<file path="src/rtl/cv32e40p_pc_redirect_sequencer.sv">
// cv32e40p_pc_redirect_sequencer
//
// Arbitrates PC redirect requests and holds the chosen fetch-address selection
// stable until the IF stage accepts it. Also sequences boot, fence.i drain and
// debug halt.
//
// Ports:
//   clk, rst              clock, synchronous active-high reset
//   fetch_enable_i        leave IDLE and issue the boot redirect
//   fetch_ready_i         IF accepts the redirect presented this cycle
//   fence_idle_i          memory side drained (ends fence.i wait)
//   *_req_i               level redirect requests, held until acked
//   irq_id_i, trap_user_i interrupt index / user-mode target for exc and irq
//   pc_set_o              redirect valid to IF
//   pc_mux_o, exc_pc_mux_o, trap_addr_mux_o, m/u_exc_vec_pc_mux_o  selections
//   ack_o                 one-hot completion pulse, bit order:
//                         [0]hwlp [1]jump [2]branch [3]fencei [4]uret
//                         [5]mret [6]dret [7]irq [8]exc [9]debug
//   flush_o               high while waiting for the fence drain
//   debug_mode_o          core halted in debug
//   csr_mtvec_init_o      pulse when the boot redirect is accepted
module cv32e40p_pc_redirect_sequencer #(
  parameter int N_IRQ_ID = 5
) (
  input  logic                clk,
  input  logic                rst,
  input  logic                fetch_enable_i,
  input  logic                fetch_ready_i,
  input  logic                fence_idle_i,
  input  logic                debug_req_i,
  input  logic                exc_req_i,
  input  logic                irq_req_i,
  input  logic                mret_req_i,
  input  logic                uret_req_i,
  input  logic                dret_req_i,
  input  logic                fencei_req_i,
  input  logic                branch_req_i,
  input  logic                jump_req_i,
  input  logic                hwlp_req_i,
  input  logic [N_IRQ_ID-1:0] irq_id_i,
  input  logic                trap_user_i,
  output logic                pc_set_o,
  output logic [3:0]          pc_mux_o,
  output logic [2:0]          exc_pc_mux_o,
  output logic [1:0]          trap_addr_mux_o,
  output logic [N_IRQ_ID-1:0] m_exc_vec_pc_mux_o,
  output logic [N_IRQ_ID-1:0] u_exc_vec_pc_mux_o,
  output logic [9:0]          ack_o,
  output logic                flush_o,
  output logic                debug_mode_o,
  output logic                csr_mtvec_init_o
);

  localparam logic [3:0] PC_BOOT      = 4'd0;
  localparam logic [3:0] PC_FENCEI    = 4'd1;
  localparam logic [3:0] PC_JUMP      = 4'd2;
  localparam logic [3:0] PC_BRANCH    = 4'd3;
  localparam logic [3:0] PC_EXCEPTION = 4'd4;
  localparam logic [3:0] PC_MRET      = 4'd5;
  localparam logic [3:0] PC_URET      = 4'd6;
  localparam logic [3:0] PC_DRET      = 4'd7;
  localparam logic [3:0] PC_HWLOOP    = 4'd8;

  localparam logic [2:0] EXC_PC_EXCEPTION = 3'd0;
  localparam logic [2:0] EXC_PC_IRQ       = 3'd1;
  localparam logic [2:0] EXC_PC_DBD       = 3'd2;
  localparam logic [2:0] EXC_PC_DBE       = 3'd3;

  localparam logic [1:0] TRAP_MACHINE = 2'd0;
  localparam logic [1:0] TRAP_USER    = 2'd1;

  // Bit positions inside the request/grant/ack vectors.
  localparam int B_FENCEI = 3;
  localparam int B_DRET   = 6;
  localparam int B_IRQ    = 7;
  localparam int B_EXC    = 8;
  localparam int B_DEBUG  = 9;

  typedef enum logic [2:0] {
    IDLE       = 3'd0,
    BOOT       = 3'd1,
    RUN        = 3'd2,
    HOLD       = 3'd3,
    FENCE_WAIT = 3'd4,
    DEBUG      = 3'd5
  } state_t;

  state_t              state_reg, state_next;
  logic [3:0]          pc_mux_reg, pc_mux_next;
  logic [2:0]          exc_pc_mux_reg, exc_pc_mux_next;
  logic [1:0]          trap_addr_reg, trap_addr_next;
  logic [N_IRQ_ID-1:0] m_vec_reg, m_vec_next;
  logic [N_IRQ_ID-1:0] u_vec_reg, u_vec_next;
  logic [9:0]          winner_reg, winner_next;
  logic                debug_mode_reg, debug_mode_next;

  // Request vector is laid out in ack bit order, which is also priority
  // order: the highest set bit wins.
  logic [9:0] req;
  logic [9:0] grant;

  assign req = {debug_req_i, exc_req_i, irq_req_i, dret_req_i, mret_req_i,
                uret_req_i, fencei_req_i, branch_req_i, jump_req_i, hwlp_req_i};

  generate
    for (genvar gi = 0; gi < 10; gi++) begin : g_grant
      if (gi == 9) begin : g_top
        assign grant[gi] = req[gi];
      end else begin : g_lower
        assign grant[gi] = req[gi] & ~(|req[9:gi+1]);
      end
    end
  endgenerate

  // Selection implied by the RUN-state winner.
  logic [3:0]          sel_pc_mux;
  logic [2:0]          sel_exc_pc_mux;
  logic [1:0]          sel_trap;
  logic [N_IRQ_ID-1:0] sel_m_vec;
  logic [N_IRQ_ID-1:0] sel_u_vec;

  always_comb begin
    sel_pc_mux     = PC_BOOT;
    sel_exc_pc_mux = EXC_PC_EXCEPTION;
    sel_trap       = TRAP_MACHINE;
    sel_m_vec      = '0;
    sel_u_vec      = '0;
    if (grant[9]) begin
      sel_pc_mux     = PC_EXCEPTION;
      sel_exc_pc_mux = EXC_PC_DBD;
    end else if (grant[8]) begin
      sel_pc_mux     = PC_EXCEPTION;
      sel_exc_pc_mux = EXC_PC_EXCEPTION;
      sel_trap       = trap_user_i ? TRAP_USER : TRAP_MACHINE;
    end else if (grant[7]) begin
      sel_pc_mux     = PC_EXCEPTION;
      sel_exc_pc_mux = EXC_PC_IRQ;
      sel_trap       = trap_user_i ? TRAP_USER : TRAP_MACHINE;
      if (trap_user_i) sel_u_vec = irq_id_i;
      else             sel_m_vec = irq_id_i;
    end else if (grant[6]) begin
      sel_pc_mux = PC_DRET;
    end else if (grant[5]) begin
      sel_pc_mux = PC_MRET;
    end else if (grant[4]) begin
      sel_pc_mux = PC_URET;
    end else if (grant[3]) begin
      sel_pc_mux = PC_FENCEI;
    end else if (grant[2]) begin
      sel_pc_mux = PC_BRANCH;
    end else if (grant[1]) begin
      sel_pc_mux = PC_JUMP;
    end else if (grant[0]) begin
      sel_pc_mux = PC_HWLOOP;
    end
  end

  always_comb begin
    state_next      = state_reg;
    pc_mux_next     = pc_mux_reg;
    exc_pc_mux_next = exc_pc_mux_reg;
    trap_addr_next  = trap_addr_reg;
    m_vec_next      = m_vec_reg;
    u_vec_next      = u_vec_reg;
    winner_next     = winner_reg;
    debug_mode_next = debug_mode_reg;

    case (state_reg)
      IDLE: begin
        if (fetch_enable_i) begin
          state_next  = BOOT;
          pc_mux_next = PC_BOOT;
        end
      end

      BOOT: begin
        if (fetch_ready_i) state_next = RUN;
      end

      RUN: begin
        if (|req) begin
          winner_next     = grant;
          pc_mux_next     = sel_pc_mux;
          exc_pc_mux_next = sel_exc_pc_mux;
          trap_addr_next  = sel_trap;
          m_vec_next      = sel_m_vec;
          u_vec_next      = sel_u_vec;
          state_next      = grant[B_FENCEI] ? FENCE_WAIT : HOLD;
        end
      end

      HOLD: begin
        if (fetch_ready_i) begin
          if (winner_reg[B_DEBUG]) begin
            state_next      = DEBUG;
            debug_mode_next = 1'b1;
          end else if (winner_reg[B_DRET]) begin
            state_next      = RUN;
            debug_mode_next = 1'b0;
          end else if (debug_mode_reg) begin
            // Exception taken while halted: return to the debug loop.
            state_next = DEBUG;
          end else begin
            state_next = RUN;
          end
        end
      end

      FENCE_WAIT: begin
        if (fence_idle_i) state_next = HOLD;
      end

      DEBUG: begin
        if (dret_req_i) begin
          winner_next     = 10'b1 << B_DRET;
          pc_mux_next     = PC_DRET;
          exc_pc_mux_next = EXC_PC_EXCEPTION;
          trap_addr_next  = TRAP_MACHINE;
          m_vec_next      = '0;
          u_vec_next      = '0;
          state_next      = HOLD;
        end else if (exc_req_i) begin
          winner_next     = 10'b1 << B_EXC;
          pc_mux_next     = PC_EXCEPTION;
          exc_pc_mux_next = EXC_PC_DBE;
          trap_addr_next  = trap_user_i ? TRAP_USER : TRAP_MACHINE;
          m_vec_next      = '0;
          u_vec_next      = '0;
          state_next      = HOLD;
        end
      end

      default: state_next = IDLE;
    endcase
  end

  always_ff @(posedge clk) begin
    if (rst) begin
      state_reg      <= IDLE;
      pc_mux_reg     <= PC_BOOT;
      exc_pc_mux_reg <= EXC_PC_EXCEPTION;
      trap_addr_reg  <= TRAP_MACHINE;
      m_vec_reg      <= '0;
      u_vec_reg      <= '0;
      winner_reg     <= '0;
      debug_mode_reg <= 1'b0;
    end else begin
      state_reg      <= state_next;
      pc_mux_reg     <= pc_mux_next;
      exc_pc_mux_reg <= exc_pc_mux_next;
      trap_addr_reg  <= trap_addr_next;
      m_vec_reg      <= m_vec_next;
      u_vec_reg      <= u_vec_next;
      winner_reg     <= winner_next;
      debug_mode_reg <= debug_mode_next;
    end
  end

  // pc_set_o depends on state only; the acceptance pulses need fetch_ready_i
  // because completion is defined as the cycle IF takes the redirect.
  assign pc_set_o           = (state_reg == BOOT) || (state_reg == HOLD);
  assign pc_mux_o           = pc_mux_reg;
  assign exc_pc_mux_o       = exc_pc_mux_reg;
  assign trap_addr_mux_o    = trap_addr_reg;
  assign m_exc_vec_pc_mux_o = m_vec_reg;
  assign u_exc_vec_pc_mux_o = u_vec_reg;
  assign ack_o              = ((state_reg == HOLD) && fetch_ready_i) ? winner_reg : '0;
  assign flush_o            = (state_reg == FENCE_WAIT);
  assign debug_mode_o       = debug_mode_reg;
  assign csr_mtvec_init_o   = (state_reg == BOOT) && fetch_ready_i;

  // B_IRQ documents the irq bit position used in the grant vector.
  logic unused_irq_bit;
  assign unused_irq_bit = grant[B_IRQ] & 1'b0;

endmodule

</file>
<file path="config.mk">
export PLATFORM = sky130hd
export DESIGN_NAME = cv32e40p_pc_redirect_sequencer
export DESIGN_NICKNAME = d
export VERILOG_FILES = /design/src/rtl/cv32e40p_pc_redirect_sequencer.sv
export SDC_FILE = /design/constraint.sdc
export NUM_CORES = 1
export LEC_CHECK = 0
export CORE_UTILIZATION = 35
export DETAILED_ROUTE_END_ITERATION = 8
export PLACE_DENSITY_LB_ADDON = 0.08
export SLEW_MARGIN = 0
export SYNTH_ARGS = -nofsm -noshare
export SYNTH_HDL_FRONTEND = slang
export SYNTH_SLANG_ARGS = --single-unit
export TNS_END_PERCENT = 5
</file>
<file path="constraint.sdc">
create_clock -name clk -period 2 [get_ports clk]
set_clock_uncertainty 0.05 [all_clocks]
set_input_delay 0.6 -clock clk [delete_from_list [all_inputs] [get_ports clk]]
set_output_delay 0.6 -clock clk [all_outputs]
set_load 0.005 [all_outputs]
</file>
==> run metrics <==
Int Power=1.243 mW; Initial Util=37.10%; Power Total=1.708 mW; IO buf count=51; Mapped Cells=202; Synth Cell Area=1638 sq um; post-synthesis adder-cell area fraction=0%; flop-to-flop setup slack=30 ps; die area=4957 sq um; Worst VDD drop=0.3681 mV; TritonCTS buffer count=5; Compound-Gate Fraction of Synth Area=20.86%; LEAKAGE=1.093 nW; FF-to-FF path depth=8; Max clock buf depth=2; critical path fanouts, max=5; worst r2r dst=pc_mux_o[1]; mux cell area share after synthesis=1.833%; antenna viol nets, final=0; power share of the combinational group=23.2%; Final Max Tran Viols=0; maximum clock rate=493.6 MHz; drt first-iter violations=120; Max Cap Viol=0; Yosys warnings=0; sequential-to-total area share from yosys stat=37.89%; sequential power share=38.0%; fin crit share=101.3%; crit path kind=in2out; post-DP HPWL=3363 um; Setup TNS Final=-84.94 ps; nature of the critical path startpoint=input port; clock power share=38.8%; hold endpoint=winner_reg[2]; fin worst setup slack=-26.02 ps; final hold violations=0; GP Congestion=0.8597; arrival time worst endpoint=1380 ps; fin crit period=2026 ps; grt total ovfl=0; first-pass GRT wire length=7852 um; root buffer cell=clkbuf_8; actual slew at the worst max-slew pin=627.8 ps; Worst-Skew Late Latency=290 ps; CTS tree=done; Post-Route WL=4797 um; Synth Area in XOR/XNOR=0%; Hold Crit Start=winner_reg[2]; Mapped Avg Cell Area=8.108 sq um; Critical Path RT=1350 ps; Setup-failing EPs final=9; reg-to-reg critical path startpoint=state_reg[2]; maximum number of pins on one net before global-route repair=31; Hold Path Depth=2; DR vias=1743; Clock Pin Slew Worst Setup and Hold Paths=70 ps; Yosys reg bits=31; failing checks=setup timing; Area Overhead vs Synth=61.34%; initial antenna violation count=0; core footprint=4414 sq um; Slew HR=57.56%; max reg flops=10; Async S/R FF share, synth=0%; CTS sink count=31; P_sw=0.4658 mW; Hold-fix buffers, CTS=0; Pwr Density=646.5 nW/um^2; ANT cells=0; site row count=24; H-tree levels=2; number of global-route vias before repair=1575; Pre-antenna DRT Iters=4; Wirelength per Cell=13.94 um; status=finished, violations left; layout cell share with drive strength beyond 1=30.48%; fin nets=312; Via-to-Cell Ratio=5.067; unrepaired setup endpoints after global routing=yes; critical path endpoint category=output pin; # DRC=0; worst slack, placed=-714.2 ps; Synth Flop Type=dfxtp_1; worst hold path type=reg2reg; die height=70.41 um; simple-gate share of the synthesized area=32.47%; Netlist cell types=49; DIE WIDTH=70.41 um; Net Sw Frac=27.26%; Post-synth EDFFs=0; fill cell count=421; GRT Total Usage=20.19%; Min Hold Slack=397.2 ps; # IOs=54; largest family of logic cells by synthesized area=simple AND/OR/NAND/NOR gates
[critical path, stage by stage]
cell and delay, ps:
clkdlybuf4s15_1 180, and3_4 210, buf_6 130, and2_4 150, buf_6 100
[how the worst max path moves through the flow]
| stage | from | end | slack (ps) |
|---|---|---|---|
| after floorplan | state_reg[0] | ack_o[9] | 150 |
| after global placement | fetch_ready_i | ack_o[9] | -700 |
| after detailed placement | fetch_ready_i | ack_o[9] | -710 |
| after CTS | state_reg[0] | ack_o[7] | -20 |
| after global routing | state_reg[0] | ack_o[1] | -70 |
| final | fetch_ready_i | ack_o[9] | -30 |
[routing by layer]
metal	GRT usage (%)	vias to the layer above	wire, um
li1	-	901	-
met5	0	-	0
met4	6.444	0	53
met1	29.84	789	2495
met3	4.473	6	225
met2	28.68	47	2022
[synthesized netlist by cell type, drive strengths merged, types with 2 or more instances]
cell type / count / area [sq um]
dfxtp: 31 / 620.6
inv: 5 / 18.77
nand2: 24 / 90.09
o211ai: 2 / 15.01
and3: 5 / 31.28
nor2b: 3 / 18.77
nor3: 8 / 40.04
clkbuf: 7 / 26.28
nand3: 11 / 60.06
nand4: 4 / 25.02
nor2: 19 / 71.32
a211oi: 2 / 15.01
and2: 9 / 56.30
buf: 7 / 61.30
mux2i: 3 / 30.03
nor4: 3 / 40.04
a21oi: 21 / 108.9
a31o: 5 / 43.80
or3b: 6 / 52.55
o21ai: 5 / 25.02
o21a: 2 / 15.01
a21o: 2 / 15.01
[power groups by stage]
stage	combinational [mW]	sequential [mW]	clock (mW)
after floorplan	0.185	0.667	0
after global placement	0.387	0.662	0
after detailed placement	0.385	0.661	0
after CTS	0.384	0.649	0.677
after global routing	0.431	0.652	0.701
final	0.397	0.649	0.663
[cell families after synthesis]
logic type      after synthesis
mux                           3
buf+inv                      20
other cells                   1
simple gates                 97
compound gates               50
flops                        31
[cells in the final DEF, fill, tap and decap left out, drive strengths merged, types with 2 or more instances in the layout]
| cell type | synthesis | routed |
|---|---|---|
| clkinv | 1 | 2 |
| o211ai | 2 | 2 |
| o21a | 2 | 2 |
| clkdlybuf4s15 | 0 | 2 |
| clkbuf | 7 | 6 |
| nor2 | 19 | 19 |
| a21oi | 21 | 21 |
| nor4 | 3 | 3 |
| a31o | 5 | 5 |
| mux2i | 3 | 3 |
| nor2b | 3 | 3 |
| a211oi | 2 | 2 |
| nand3 | 11 | 11 |
| conb | 1 | 2 |
| nand2 | 24 | 24 |
| clkdlybuf4s50 | 0 | 29 |
| dfxtp | 31 | 31 |
| buf | 7 | 54 |
| inv | 5 | 5 |
| and2 | 9 | 9 |
| dlygate4sd2 | 0 | 10 |
| nand4 | 4 | 4 |
| o21ai | 5 | 5 |
| or3b | 6 | 6 |
| nor3 | 8 | 8 |
| a21o | 2 | 2 |
| and3 | 5 | 5 |
[through the flow]
step / area (sq um) / util, % / cells
3_5_place_dp: 2455 / 55.61 / 332
3_3_place_gp: 2455 / 55.61 / 332
4_1_cts: 2589 / 58.65 / 343
2_1_floorplan: 1642 / - / 203
6_report: 2643 / 59.86 / 344
5_1_grt: 2643 / 59.86 / 344
[repair_timing]
item                       4_1_cts  5_1_grt
resized for setup               68       11
gates cloned                     1        0
setup buffers                    3        1
pin swaps                       10        4
setup endpoints to repair       43       29
[layout make-up]
| cell class | count | area, sq um | area share (%) |
|---|---|---|---|
| clock buffer | 6 | 82.58 | 3.125 |
| clock inverter | 2 | 35.03 | 1.326 |
| inverter | 6 | 22.52 | 0.8523 |
| multi-input combinational | 152 | 983.4 | 37.22 |
| sequential | 31 | 623.1 | 23.58 |
| tap | 52 | 65.06 | 2.462 |
| timing repair buffer | 95 | 830.8 | 31.44 |
(Power assumes the default switching activity.)
